### config.mk
export PLATFORM = sky130hd
export DESIGN_NAME = unit_slot_p
export DESIGN_NICKNAME = d
export VERILOG_FILES = /design/src/rtl/unit_slot_p.sv
export SDC_FILE = /design/constraint.sdc
export NUM_CORES = 1
export LEC_CHECK = 0
export BUFFER_PORTS_ARGS = -buffer_cell sky130_fd_sc_hd__buf_2
export CAP_MARGIN = 10
export CORE_MARGIN = 2
export CORE_UTILIZATION = 45
export CTS_CLUSTER_SIZE = 10
export DETAILED_ROUTE_END_ITERATION = 7
export GPL_ROUTABILITY_DRIVEN = 0
export GPL_TIMING_DRIVEN = 1
export PLACE_DENSITY = 0.72
export SYNTH_ARGS = -nofsm -noshare
export SYNTH_HDL_FRONTEND = slang
export SYNTH_SLANG_ARGS = --single-unit
### constraint.sdc
create_clock -name clk -period 7 [get_ports clk]
set_clock_uncertainty 0.05 [all_clocks]
set_input_delay 1.4 -clock clk [delete_from_list [all_inputs] [get_ports clk]]
set_output_delay 1.4 -clock clk [all_outputs]
set_load 0.1 [all_outputs]
### src/rtl/unit_slot_p.sv
// Lane-unit slot: spawn, march toward the opposing front, attack on a cooldown, die and free the slot.
// Optional health regeneration is built when UNIT_REGEN_EN is defined.
`timescale 1ns/1ps
module unit_slot_p #(
  parameter int unsigned POS_W      = 9,
  parameter int unsigned HP_W       = 8,
  parameter int unsigned DIR        = 0,
  parameter int unsigned HP1        = 255,
  parameter int unsigned HP2        = 191,
  parameter int unsigned HP3        = 127,
  parameter int unsigned PWR1       = 32,
  parameter int unsigned PWR2       = 64,
  parameter int unsigned PWR3       = 128,
  parameter int unsigned ATK_PERIOD = 2,
  parameter int unsigned DEATH_HOLD = 4
) (
  input  logic             clk,
  input  logic             reset,
  input  logic             move_tick,
  input  logic             dmg_valid,
  input  logic [HP_W-1:0]  dmg_in,
  input  logic             spawn_req,
  input  logic [1:0]       spawn_type,
  input  logic [POS_W-1:0] enemy_front,
  output logic [POS_W-1:0] position,
  output logic [HP_W-1:0]  damage_out,
  output logic [1:0]       unit_type,
  output logic             dead,
  output logic             attacking,
  output logic             at_base
);

  localparam logic [2:0] S_IDLE   = 3'd0;
  localparam logic [2:0] S_DEPLOY = 3'd1;
  localparam logic [2:0] S_ALIVE  = 3'd2;
  localparam logic [2:0] S_DYING  = 3'd3;

  localparam int unsigned CD_W = (ATK_PERIOD > 1) ? $clog2(ATK_PERIOD) : 1;
  localparam int unsigned HD_W = (DEATH_HOLD > 1) ? $clog2(DEATH_HOLD) : 1;
  localparam logic [POS_W-1:0] SPAWN = (DIR == 0) ? {POS_W{1'b1}} : {POS_W{1'b0}};
  localparam logic [POS_W-1:0] FAR   = (DIR == 0) ? {POS_W{1'b0}} : {POS_W{1'b1}};

  logic [2:0]       state_q, state_d;
  logic [1:0]       type_q, type_d;
  logic [POS_W-1:0] pos_q, pos_d;
  logic [HP_W-1:0]  hp_q, hp_d;
  logic [HP_W-1:0]  pwr_q, pwr_d;
  logic [CD_W-1:0]  cd_q, cd_d;
  logic [HD_W-1:0]  hold_q, hold_d;
  logic [HP_W-1:0]  dmg_q, dmg_d;
  logic             atk_q, atk_d;
  logic             engaged, kill;
`ifdef UNIT_REGEN_EN
  logic [2:0]       regen_q, regen_d;
`endif

  function automatic logic [HP_W-1:0] hp_of(input logic [1:0] t);
    case (t)
      2'd1:    return HP_W'(HP1);
      2'd2:    return HP_W'(HP2);
      2'd3:    return HP_W'(HP3);
      default: return '0;
    endcase
  endfunction

  function automatic logic [HP_W-1:0] pwr_of(input logic [1:0] t);
    case (t)
      2'd1:    return HP_W'(PWR1);
      2'd2:    return HP_W'(PWR2);
      2'd3:    return HP_W'(PWR3);
      default: return '0;
    endcase
  endfunction

  assign engaged = (DIR == 0) ? (enemy_front >= pos_q) : (enemy_front <= pos_q);
  assign kill    = dmg_valid && (dmg_in >= hp_q);

  always_comb begin
    state_d = state_q;
    type_d  = type_q;
    pos_d   = pos_q;
    hp_d    = hp_q;
    pwr_d   = pwr_q;
    cd_d    = cd_q;
    hold_d  = hold_q;
    dmg_d   = dmg_q;
    atk_d   = 1'b0;
`ifdef UNIT_REGEN_EN
    regen_d = regen_q;
`endif
    case (state_q)
      S_IDLE: begin
        dmg_d = '0;
        if (spawn_req && spawn_type != 2'd0) begin
          type_d  = spawn_type;
          state_d = S_DEPLOY;
        end
      end
      S_DEPLOY: begin
        hp_d    = hp_of(type_q);
        pwr_d   = pwr_of(type_q);
        cd_d    = '0;
        pos_d   = SPAWN;
        dmg_d   = '0;
        state_d = S_ALIVE;
`ifdef UNIT_REGEN_EN
        regen_d = '0;
`endif
      end
      S_ALIVE: begin
        // A killing hit wins over any move/attack decided in the same cycle.
        if (kill) begin
          hp_d    = '0;
          dmg_d   = '0;
          hold_d  = '0;
          state_d = S_DYING;
        end else begin
          if (dmg_valid) hp_d = hp_q - dmg_in;
          if (move_tick) begin
            if (engaged) begin
              if (cd_q == '0) begin
                dmg_d = pwr_q;
                atk_d = 1'b1;
                cd_d  = CD_W'(ATK_PERIOD - 1);
              end else begin
                dmg_d = '0;
                cd_d  = cd_q - 1'b1;
              end
            end else begin
              dmg_d = '0;
              if (pos_q != FAR) pos_d = (DIR == 0) ? pos_q - 1'b1 : pos_q + 1'b1;
            end
`ifdef UNIT_REGEN_EN
            regen_d = regen_q + 1'b1;
            if (regen_q == 3'd7 && !dmg_valid && hp_q < hp_of(type_q)) hp_d = hp_q + 1'b1;
`endif
          end
        end
      end
      S_DYING: begin
        dmg_d = '0;
        if (move_tick) begin
          if (hold_q == HD_W'(DEATH_HOLD - 1)) begin
            state_d = S_IDLE;
            pos_d   = SPAWN;
          end else begin
            hold_d = hold_q + 1'b1;
          end
        end
      end
      default: begin
        state_d = S_IDLE;
        dmg_d   = '0;
        pos_d   = SPAWN;
      end
    endcase
  end

  always_ff @(posedge clk or posedge reset) begin
    if (reset) begin
      state_q <= S_IDLE;
      type_q  <= '0;
      pos_q   <= SPAWN;
      hp_q    <= '0;
      pwr_q   <= '0;
      cd_q    <= '0;
      hold_q  <= '0;
      dmg_q   <= '0;
      atk_q   <= 1'b0;
`ifdef UNIT_REGEN_EN
      regen_q <= '0;
`endif
    end else begin
      state_q <= state_d;
      type_q  <= type_d;
      pos_q   <= pos_d;
      hp_q    <= hp_d;
      pwr_q   <= pwr_d;
      cd_q    <= cd_d;
      hold_q  <= hold_d;
      dmg_q   <= dmg_d;
      atk_q   <= atk_d;
`ifdef UNIT_REGEN_EN
      regen_q <= regen_d;
`endif
    end
  end

  assign position   = pos_q;
  assign damage_out = dmg_q;
  assign attacking  = atk_q;
  assign unit_type  = (state_q == S_ALIVE) ? type_q : 2'd0;
  assign dead       = (state_q == S_IDLE);
  assign at_base    = (state_q == S_ALIVE) && (pos_q == FAR);

endmodule

==> out/results.ini <==
[clock_network]
clk_path_buf_depth = 2
cts.clk_slew.worst_paths_ns = 0.07
ctsHtreeMaxLevel = 2
cts_hold_repair.buffers = 0
cts_tree = done
numCtsBuffers = 5
post_cts_resized = 0
cts_setup_buffers = 0
clock-sinks = 31
clock_latency_ns = 0.29
root_buffer = clkbuf_8

[final_layout]
n_antenna_cell = 0
layout-drive-gt1-share_pct = 21.50
area_delta_synth_final_pct = 14.48
fin_cells = 391
design_area_mm2 = 0.002730
fin_util_pct = 53.45
layout.nets = 373

[synth]
synthDistinctLibCells = 55
synth_edf_count = 0
syn_area_mm2 = 0.002385
synth_flop_cell = dfrtp_1
yosysTopAreaCell = dfrtp_1
syn-instance-count = 278
ys_seq_area_share_pct = 33.00
avgSynthCellArea_um2 = 8.578
synth-warning-count = 0
synth_area_leaders = dfrtp_1 (23%), ha_1 (15%), dfstp_2 (9.9%)
synth_top_area_share_pct = 23.08
ys_ff_latch = 31
async_flop_share_pct = 100.0

[min_path]
hold_class = flop to flop

[routing]
vias_per_cell = 5.384
first_pass_iters = 4
avgRoutedWirePerCell_um = 13.62
vias = 2105
drc = 0
drtIter0Drc = 142
wl_mm = 5.327
ant_nets = 0

[timing]
slew_violations = 0
finalHoldViolCount = 0
finalSetupViolCount = 0
period_needed_ns = 3.906
finalSetupTns_ns = 0
worstMarginPinSlew_ns = 0.9199
rsz0062_at_grt = no
slew_headroom_pct = 38.02
timing.fmax_mhz = 256.0
min_period_over_period_pct = 55.79

[floorplanning]
rows = 26
die_w_um = 76.80
core_region_area_mm2 = 0.005107
ioPinCount = 46
die_y_um = 76.80
dieArea_mm2 = 0.005897
start_util_pct = 46.69

[power]
p_sw_share_pct = 50.30
p_sw_uw = 535.4
powerDensity_mw_per_mm2 = 389.9
leakage_nw = 1.366
comb_power_share_pct = 58.5
clkPwrFrac_pct = 14.9
irDropWorstVdd_v = 0.0003090
p_int_uw = 529.0
seqPwrFrac_pct = 26.6

[critical_path]
max_stage_delay_ns = 0.75
path_cells = inv_1 > ha_1 > nand2b_1 > nor4_4 > buf_2
worst-path-buf-inv = 2
cp_slowest_cell = ha_1
setup.worst_path.class = flop to primary output
start_kind = flop
path_max_fanout = 26
worstPathRequired_ns = 5.55
crit_family = adder cells
end_kind = primary output
arrival_ns = 2.46

[placed_design]
placed_cells = 383
numPortBuffers = 40
dp_hpwl_mm = 3.972
dpl_cell_area_mm2 = 0.002630

[global_route]
overflow = 0
grt_first_pass_wirelength_mm = 9.280
grt_max_degree = 32
grt_use_total_pct = 19.37
antenna_found_initial = 0
grt_pass1_vias = 2019

[flow_run]
max_cap_violations = 0

[run_status]
status = finished clean

[cell families after synthesis]
group,after synthesis,share of synthesized area [%]
simple gates,104,23.51
compound gates,68,18.26
buf+inv,40,7.450
flops,31,33.00
fa+ha+maj,29,15.53
mux,4,1.731
other cells,1,0.1572
xor+xnor,1,0.3673
[synth_stat cells, types with 2 or more instances]
master,instances
a311oi_1,3
nand2b_1,5
nand2_1,27
a21boi_0,2
a31oi_1,4
nor2_1,21
nand4_1,5
ha_1,28
and3_1,5
nor2b_1,5
clkbuf_1,2
nand3_1,8
dfstp_2,9
inv_1,30
mux2i_1,3
or3_1,2
o31ai_1,4
dfrtp_1,22
o21ai_0,20
nor4_1,2
o21a_1,4
nand3b_1,4
buf_4,5
nor3_1,5
a21oi_1,19
and2_1,5
[power by group through the flow]
stage / logic, mW / registers, mW / clock network (mW)
final: 0.623 / 0.283 / 0.158
after floorplan: 0.473 / 0.306 / 0
after CTS: 0.621 / 0.283 / 0.161
after detailed placement: 0.613 / 0.286 / 0
after global placement: 0.594 / 0.283 / 0
after global routing: 0.686 / 0.292 / 0.169
[sequential cells by signal, indices dropped and copies added, names as in the netlist]
| register | count |
|---|---|
| attacking | 1 |
| hp_q | 8 |
| state_q | 2 |
| position | 9 |
| pwr_q | 3 |
| hold_q | 2 |
| type_q | 2 |
| cd_q | 1 |
| damage_out | 3 |
[cell usage in the layout, fill, tap and decap left out, types with 2 or more instances in the layout]
cell type	synthesis	final
nand3b_1	4	4
o31ai_1	4	4
clkbuf_8	0	7
and2_1	5	5
nand4_1	5	5
a311oi_1	3	3
buf_2	1	40
a31oi_1	4	4
a21oi_1	19	19
nand2b_1	5	5
nor2_1	21	21
nand2_1	27	27
ha_1	28	28
mux2i_1	3	3
dfstp_2	9	9
inv_1	30	30
o21ai_0	20	20
nor3_1	5	5
or3_1	2	2
nor4_1	2	2
dfrtp_1	22	22
o21a_1	4	4
a21boi_0	2	2
conb_1	1	5
and3_1	5	5
nand3_1	8	8
nor2b_1	5	5
[final timing paths]
kind                                           start                         to  slack (ns)  cells past startpoint
setup / recovery              state_q[0]$_DFFE_PP0P_                    at_base        3.09                      5
hold / removal             damage_out[7]$_DFFE_PP0P_  damage_out[7]$_DFFE_PP0P_        0.47                      2
setup reg to reg              state_q[0]$_DFFE_PP0P_    position[4]$_DFFE_PP1P_        4.04                      8
hold reg to reg            damage_out[7]$_DFFE_PP0P_  damage_out[7]$_DFFE_PP0P_        0.47                      2
max in group asynchronous                      reset    position[5]$_DFFE_PP1P_        5.44                      3
min in group asynchronous                      reset        hp_q[5]$_DFFE_PP0P_        1.12                      3
[layout make-up]
type	count	area, um^2
clock buffers	8	100.1
fillers	507	2377
inverters	30	112.6
multi-input cells	211	1435
flip-flops and latches	31	787.0
well taps	70	87.58
repair buffers	41	207.7
[per-layer routing]
layer  up-vias  global-route usage [%]  part of all wire [%]  wire length, um
met2        56                   31.75                    47             2496
met5         -                       0                     0                0
met1       981                   25.20                    47             2520
met4         0                   8.000                   1.3               70
li1       1060                       -                     -                -
met3         8                   3.412                   4.5              240
[stage by stage]
stage	hold WS (ns)	setup slack, ns	total power, mW
final	0.4722	3.094	1.064
after CTS	0.4779	3.082	1.065
after global placement	0.4244	3.478	0.8768
after global routing	0.4986	2.905	1.147
after detailed placement	0.4610	3.418	0.8991
after floorplan	0.4141	3.252	0.7786
[worst min-delay path, cell delays in order (launching register included)]
cell      delay, ns
dfrtp_1        0.34
nand3b_1       0.08
o31ai_1        0.07
Power figures use the tool's default switching activity.
